**src/rtl/ccd_line_sequencer.sv**
```systemverilog
// ============================================================================
// ccd_line_sequencer - CCD frame/line sequencer: vertical transfer, horizontal
// clocks, reset gate and ADC enable. Optional macro: CCD_SEQ_CONTINUOUS_EN. Rev 1.0
// ============================================================================
`default_nettype none

module ccd_line_sequencer #(
  parameter int CICLOS_FORMAS_DE_ONDA = 8,
  parameter int PIXELS_PREAMBULO      = 5,
  parameter int PIXELS_POR_LINEA      = 2048,
  parameter int CICLOS_VXFER          = 16
) (
  input  logic        i_clock,
  input  logic        i_reset_n,
  input  logic        i_start,
  input  logic        i_stop,
  input  logic [15:0] i_num_lines,
`ifdef CCD_SEQ_CONTINUOUS_EN
  input  logic        i_continuous,
`endif
  output logic        o_enable,
  output logic [31:0] o_contador,
  output logic        o_phi_l1,
  output logic        o_phi_l2,
  output logic        o_phi_rg,
  output logic        o_phi_v,
  output logic        o_busy,
  output logic [15:0] o_line_idx,
  output logic        o_line_start,
  output logic        o_line_done,
  output logic        o_frame_done
);

  localparam int LEN = (PIXELS_PREAMBULO + PIXELS_POR_LINEA) * CICLOS_FORMAS_DE_ONDA;
  localparam int PW  = $clog2(CICLOS_FORMAS_DE_ONDA);
  localparam int VW  = (CICLOS_VXFER > 1) ? $clog2(CICLOS_VXFER) : 1;
  localparam logic [31:0]   LAST_CNT = 32'(LEN - 1);
  localparam logic [PW-1:0] HALF     = PW'(CICLOS_FORMAS_DE_ONDA / 2);
  localparam logic [VW-1:0] VX_LAST  = VW'(CICLOS_VXFER - 1);

  typedef enum logic [1:0] {
    IDLE  = 2'd0,
    VXFER = 2'd1,
    LINE  = 2'd2
  } state_t;

  state_t        state;
  logic [VW-1:0] vx_cnt;
  logic [15:0]   last_idx;

  logic [31:0]   cnt_next;
  logic [PW-1:0] phase_next;
  logic          l1_next;
  logic          at_end;
  logic          pre_end;
  logic          last_line;
  logic          continuous;
  logic [15:0]   latch_last;

  assign cnt_next   = o_contador + 32'd1;
  assign phase_next = cnt_next[PW-1:0];
  assign l1_next    = (phase_next < HALF);
  assign at_end     = (o_contador == LAST_CNT);
  assign pre_end    = (cnt_next == LAST_CNT);
  assign last_line  = (o_line_idx == last_idx);
  // A requested line count of zero still produces a single line.
  assign latch_last = (i_num_lines == 16'd0) ? 16'd0 : (i_num_lines - 16'd1);

`ifdef CCD_SEQ_CONTINUOUS_EN
  assign continuous = i_continuous;
`else
  assign continuous = 1'b0;
`endif

  always_ff @(posedge i_clock or negedge i_reset_n) begin
    if (!i_reset_n) begin
      state        <= IDLE;
      vx_cnt       <= '0;
      last_idx     <= '0;
      o_enable     <= 1'b0;
      o_contador   <= '0;
      o_phi_l1     <= 1'b0;
      o_phi_l2     <= 1'b1;
      o_phi_rg     <= 1'b0;
      o_phi_v      <= 1'b0;
      o_busy       <= 1'b0;
      o_line_idx   <= '0;
      o_line_start <= 1'b0;
      o_line_done  <= 1'b0;
      o_frame_done <= 1'b0;
    end else begin
      o_line_start <= 1'b0;
      o_line_done  <= 1'b0;
      o_frame_done <= 1'b0;
      if (i_stop) begin
        state      <= IDLE;
        vx_cnt     <= '0;
        o_enable   <= 1'b0;
        o_contador <= '0;
        o_phi_l1   <= 1'b0;
        o_phi_l2   <= 1'b1;
        o_phi_rg   <= 1'b0;
        o_phi_v    <= 1'b0;
        o_busy     <= 1'b0;
        o_line_idx <= '0;
      end else begin
        case (state)
          IDLE: begin
            if (i_start) begin
              state      <= VXFER;
              vx_cnt     <= '0;
              last_idx   <= latch_last;
              o_line_idx <= '0;
              o_contador <= '0;
              o_phi_v    <= 1'b1;
              o_busy     <= 1'b1;
            end
          end
          VXFER: begin
            if (vx_cnt == VX_LAST) begin
              // First LINE cycle is phase 0: phi_l1 high, reset gate pulsed.
              state        <= LINE;
              o_phi_v      <= 1'b0;
              o_enable     <= 1'b1;
              o_contador   <= '0;
              o_line_start <= 1'b1;
              o_phi_l1     <= 1'b1;
              o_phi_l2     <= 1'b0;
              o_phi_rg     <= 1'b1;
            end else begin
              vx_cnt <= vx_cnt + 1'b1;
            end
          end
          LINE: begin
            if (at_end) begin
              o_enable   <= 1'b0;
              o_contador <= '0;
              o_phi_l1   <= 1'b0;
              o_phi_l2   <= 1'b1;
              o_phi_rg   <= 1'b0;
              if (last_line && !continuous) begin
                state      <= IDLE;
                o_busy     <= 1'b0;
                o_line_idx <= '0;
              end else begin
                state   <= VXFER;
                vx_cnt  <= '0;
                o_phi_v <= 1'b1;
                if (last_line) begin
                  o_line_idx <= '0;
                  last_idx   <= latch_last;
                end else begin
                  o_line_idx <= o_line_idx + 16'd1;
                end
              end
            end else begin
              // Outputs are registered, so the pulses for LEN-1 are set one edge early.
              o_contador <= cnt_next;
              o_phi_l1   <= l1_next;
              o_phi_l2   <= ~l1_next;
              o_phi_rg   <= (phase_next == '0);
              if (pre_end) begin
                o_line_done  <= 1'b1;
                o_frame_done <= last_line;
              end
            end
          end
          default: begin
            state <= IDLE;
          end
        endcase
      end
    end
  end

endmodule

`default_nettype wire

```
**config.mk**
```make
export PLATFORM = sky130hd
export DESIGN_NAME = ccd_line_sequencer
export DESIGN_NICKNAME = d
export VERILOG_FILES = /design/src/rtl/ccd_line_sequencer.sv
export SDC_FILE = /design/constraint.sdc
export NUM_CORES = 1
export LEC_CHECK = 0
export CAP_MARGIN = 30
export CORE_ASPECT_RATIO = 1.5
export CORE_UTILIZATION = 49
export CTS_BUF_LIST = sky130_fd_sc_hd__clkbuf_16
export DETAILED_ROUTE_END_ITERATION = 10
export GPL_TIMING_DRIVEN = 0
export PLACE_DENSITY = 0.79
export SLEW_MARGIN = 30
export SYNTH_ARGS = -nofsm -noshare
export SYNTH_HDL_FRONTEND = slang
export SYNTH_SLANG_ARGS = --single-unit
export TNS_END_PERCENT = 10
```
**constraint.sdc**
```tcl
create_clock -name i_clock -period 2.2 [get_ports i_clock]
set_input_delay 0.44 -clock i_clock [delete_from_list [all_inputs] [get_ports i_clock]]
set_output_delay 0.44 -clock i_clock [all_outputs]
set_load 0.005 [all_outputs]
```
---- After elaboration in Yosys (flattened, before gate mapping) ----
Cells that the tools add are included.
operators by class
  muxes and demuxes ....................... 57
  add/sub/neg operators ................... 4
  $lt $le $gt $ge ......................... 1
  shift operators ......................... 0
  bitwise logic cells ..................... 2
  divide/modulo/power cells ............... 0
  reduce and logical (&&, ||, !) cells .... 15
  multiply operators ...................... 0
  eq/ne operators ......................... 12
operator list
  kind                                                    number
  2-to-1 mux 32 bit                                       4
  case mux 32 bit (3 select lines)                        1
  2-to-1 mux 16 bit                                       5
  equality test 32 x 15 -> 1 bit (second input constant)  2
  adder 32 x 1 -> 32 bit (second input constant)          1
  case mux 16 bit (2 select lines)                        1
  2-to-1 mux 1 bit                                        29
  2-to-1 mux 4 bit                                        5
  inequality test 3 bit (second input constant)           6
  adder 16 x 1 -> 16 bit (second input constant)          1
  equality test 16 bit                                    1
  logical NOT 16 bit                                      1
  subtractor 16 x 1 -> 16 bit (second input constant)     1
  AND reduction 3 bit                                     5
  case mux 4 bit (3 select lines)                         1
  case mux 1 bit (2 select lines)                         5
  AND reduction 5 bit                                     2
  2-to-1 mux 2 bit                                        4
  case mux 2 bit (3 select lines)                         1
  nonzero test 3 bit                                      2
  adder 4 x 1 -> 4 bit (second input constant)            1
  equality test 4 bit (second input constant)             1
  AND reduction 4 bit                                     1
  nonzero test 4 bit                                      1
  8 further kinds                                         9
storage, ports and cells
  bits in writable memories ............... 0
  word-level logic and storage cells ...... 105
  flip-flop bits (word level) ............. 79
  memories ................................ 0
  latch bits .............................. 0
  ROM bits ................................ 0
  output and inout port bits .............. 57

---- Longest topological paths before layout ----
  depth in word-level cells ............... 6
  depth in mapped cells ................... 10
  gate-level depth less buffers ........... 9

---- Worst setup path before layout ----
Ideal clock, no wire load.
  path type ............................... register to register
  start ................................... reg o_contador[0]
  end ..................................... reg o_frame_done
  required time ........................... 2.133 ns
  buffers on the path ..................... 1
  cell stages (with the launch flop) ...... 10
  data arrival time ....................... 2.421 ns
  slack ................................... -0.288 ns
  clock period less this slack ............ 2.488 ns
  path through ............................ dfrtp_1 > ha_1 > buf_2 > and4_1 > nand3_4 > or4_1 > xor2_1 > o2111ai_1 > nor4_1 > and3_1
between the ends
  word-level cells in the longest chain between the ends .. 6
RTL lines
  element                         RTL line  RTL
  from (decl)                     22        output logic [31:0] o_contador,
  from (signal assigned)          158       o_contador <= cnt_next;
  adder 32 x 1 -> 32 bit          60        assign cnt_next = o_contador + 32'd1;
  equality test 32 x 15 -> 1 bit  64        assign pre_end = (cnt_next == LAST_CNT);
  2-to-1 mux 1 bit                162       if (pre_end) begin
  2-to-1 mux 1 bit (*)            135       if (at_end) begin
  2-to-1 mux 1 bit (*)            107       case (state)
  2-to-1 mux 1 bit (*)            95        if (i_stop) begin
  to (signal assigned)            164       o_frame_done <= last_line;
  to (decl)                       31        output logic o_frame_done
Mark *: on every way between the ends. The rest lies on a longest branch, timed or not.
A chain may end at the register's enable or synchronous reset.

---- Worst setup path in the final report ----
  start ................................... reg o_contador[27]
  end ..................................... reg o_contador[20]
between the ends
  word-level cells in the longest chain between the ends .. 4
RTL lines
  element                           RTL line  RTL
  equality test 32 x 15 -> 1 bit    63        assign at_end = (o_contador == LAST_CNT);
  2-to-1 mux 32 bit                 135
  case mux 32 bit (3 select lines)  107
  2-to-1 mux 32 bit                 95
Every way passes these cells.

==> impl_metrics.tcl <==
set metrics [dict create \
    run_status "complete, but fails checks" \
    violations "DRC, setup timing" \
    antenna_found_initial 0 \
    power.density_nw_per_um2 518 \
    synthTopCellsByArea "dfrtp_1, o21ai_0, xor2_1" \
    crit_buf_inv 2 \
    synth-compound-area-share_pct 15.3 \
    fin_nets 739 \
    setup_ws_ns -0.286 \
    globalRouteOverflowTotal 0 \
    min_period_ns 2.49 \
    setup.worst_path.end_class "register" \
    p_leak_nw 3.12 \
    synth_edf_count 0 \
    ys_seq_area_share_pct 40.2 \
    cts_tree "yes" \
    slowest_stage "dfrtp_1" \
    cp_cell_sequence "nor3_4 > nand4_1 > nor4_4 > buf_4 > nand2b_4 > buf_12 > nor2_1 > o21ai_0 > o21ai_0" \
    drc 20 \
    path_clk_slew_ns 0.06 \
    slew_headroom_pct 60.6 \
    grt_pass1_wl_um 26400 \
    critPathMaxStageDelay_ns 0.48 \
    drv_slew 0 \
    ios 77 \
    worstSetupPathType "register to register" \
    ant_nets 0 \
    yosysUniqueCellTypes 59 \
    syn_nets 609 \
    tns_ns -3.42 \
    hold-worst-slack_ns 0.405 \
    drt_wl_total_um 17000 \
    muxShareOfSynthArea_pct 1.09 \
    cap_violations 0 \
    die_x_um 83.9 \
    ctsHtreeMaxLevel 3 \
    placed_area_um2 5880 \
    die_area_um2 10500 \
    ys_warn_count 0 \
    fin_crit_sh_pct 113 \
    fin_worst_skew_ns 0.0124 \
    crit_path_start_kind "register" \
    num_rows 44 \
    clockBufferDepth 2 \
    initial_core_util_pct 50.5 \
    path_delay_family "simple AND/OR/NAND/NOR gates" \
    path_common_cell "o21ai_0" \
    core_area_um2 9740 \
    max_freq_ghz 0.402 \
    path_max_fanout 10 \
    dieHeight_um 125 \
    nFillCells 702 \
    ys_ff_latch 79 \
    syn_to_final_growth_pct 43.4 \
    drt-pass1-iter-count 8 \
    synth_top_cell_area_share_pct 39.6 \
    drt-initial-drc-count 551 \
    cts_root_buffer "clkbuf_16" \
    critPathRequiredTime_ns 2.40 \
    routedWlPerCell_um 20.4 \
    numCtsBuffers 9 \
    synth_ff_type "dfrtp_1" \
    avgSynthCellArea_um2 8.45 \
    antenna_cells 0 \
    cp.depth 9 \
    dp_hpwl_um 11100 \
    rsz0062_at_grt "true" \
    finalHoldViolCount 0 \
    holdPathStages 2 \
    avgViaCountPerCell 6.45 \
    synth_xor_area_share_pct 8.54 \
    ff2ff_path_depth 9 \
    finalSetupViolCount 42 \
    port-buffer-count 75 \
    vdd_drop_max_uv 412 \
    first_global_vias 5200 \
    synthSimpleGateAreaFrac_pct 29.4 \
    drive_above_1_share_pct 22.3 \
    pre_cts_ws_ns -0.797 \
    syn_inst 583 \
    async_flop_share_pct 100 \
    synth_fa_ha_area_share_pct 1.52 \
    grt_max_degree 56 \
    crit_arrival_ns 2.68 \
    clk_latency_ns 0.35 \
    hold_class "input port to register" \
    via_count 5369 \
    worstMarginPinSlew_ns 0.592 \
    netlist_area_um2 4920 \
    cts_sinks 79 \
    stdcell_area_um2 7060 \
    yosysTopAreaCell "dfrtp_1" \
    synth_top_family_by_area "simple AND/OR/NAND/NOR gates" \
    place_congestion 0.956 \
    grt_usage_pct 32.3 \
    final_util_pct 72.5 \
]
## layer usage
metal	share of wire, %	up-vias	GRT usage (%)
met5	0	-	0
met4	7.3	0	21.1
met3	7.0	105	6.56
met2	51	336	55.9
met1	34	2559	35.3
li1	-	2369	-
## per-stage QoR
step | cells | power, mW
finish | 833 | 3.66
CTS | 820 | 3.63
detailed placement | 774 | 2.17
global placement | 773 | 2.15
global route | 833 | 3.80
floorplan | 583 | 1.94
## where the power goes
part	total, mW	leakage, nW	internal (mW)	switching [mW]
combinational	0.536	1.93	0.222	0.314
clock	1.47	0.143	0.861	0.608
sequential	1.65	1.04	1.57	0.0815
## synthesized netlist by cell type, types with 3 or more instances
library cell,count
and4_1,3
ha_1,6
o31ai_1,12
or3_1,5
nand2b_1,9
a21o_1,7
dfrtp_1,78
nand3_1,28
mux2_2,3
xor2_1,35
xnor2_1,13
buf_2,18
nor3_1,18
and3_1,15
nand4_1,25
a21oi_1,19
nand3b_1,3
and2_1,5
o21ai_0,70
nor4_1,22
inv_1,10
nand2_1,64
nor2_1,50
clkbuf_1,14
nor2b_1,4
a31oi_1,4
## kinds of logic (layout without fill, tap and decap cells)
family                   after synthesis  count (layout)
multiplexers                           5               5
buffers and inverters                 44             179
AND/OR/NAND/NOR                      271             271
AO/OA/AOI/OAI                        130             130
XOR/XNOR                              48              48
adder cells (fa/ha/maj)                6               6
flip-flops                            79              79
## layout by cell type (no fill, tap or decap), types with 5 or more instances in the layout
master,netlist,routed
clkdlybuf4s50_1,0,68
o21ai_0,70,66
dfrtp_1,78,64
nand2_1,64,63
nor2_1,50,47
buf_4,2,39
xor2_1,35,34
nand3_1,28,27
nand4_1,25,25
a21oi_1,19,18
dfrtp_2,0,14
o31ai_1,12,12
inv_1,10,12
xnor2_1,13,12
and3_1,15,12
nor3_1,18,11
nor4_1,22,11
buf_6,0,11
clkbuf_16,0,11
nor4_4,1,9
a21o_1,7,7
buf_2,18,7
clkbuf_1,14,6
nand2b_1,9,6
nor3_4,0,6
dlymetal6s2s_1,0,6
o21ai_1,2,5
and2_1,5,5
nor4_2,2,5
## final cells by class
cell class	instances	area, µm²	share of cell area, %
inverter	10	37.5	0.531
buffer	33	262	3.70
timing repair buffer	120	1190	16.9
sequential	79	2000	28.3
tap	115	144	2.04
clock inverter	7	57.6	0.815
clock buffer	9	225	3.19
multi-input combinational	460	3150	44.6
## worst paths after layout
| check | startpoint | endpoint | slack, ns |
|---|---|---|---|
| max | o_contador[27]$_DFFE_PN0P_ | o_contador[20]$_DFFE_PN0P_ | -0.29 |
| min | i_num_lines[0] | last_idx[0]$_DFFE_PN0P_ | 0.41 |
| max reg2reg | o_contador[27]$_DFFE_PN0P_ | o_contador[20]$_DFFE_PN0P_ | -0.29 |
| min reg2reg | o_enable$_DFFE_PN0P_ | o_enable$_DFFE_PN0P_ | 0.48 |
| max in group asynchronous | i_reset_n | o_phi_l2$_DFFE_PN1P_ | 1.06 |
| min in group asynchronous | i_reset_n | o_contador[10]$_DFFE_PN0P_ | 0.52 |
## sequential cells by signal (all words and copies together) (netlist names)
| signal | cells |
|---|---|
| o_contador | 32 |
| last_idx | 16 |
| o_line_idx | 16 |
| vx_cnt | 4 |
| state | 2 |
| o_busy | 1 |
| o_enable | 1 |
| o_frame_done | 1 |
| o_line_done | 1 |
| o_line_start | 1 |
| o_phi_l1 | 1 |
| o_phi_l2 | 1 |
| o_phi_rg | 1 |
| o_phi_v | 1 |
## repair_timing
action / 4_1_cts / 5_1_grt
resized for setup: 74 / 58
hold endpoints to repair: 24 / 0
pin swaps: 12 / 20
setup endpoints to repair: 72 / 73
cloned: 0 / 2
setup buffers: 29 / 12
hold buffers: 1 / 0
Power figures use the tool's default switching activity.
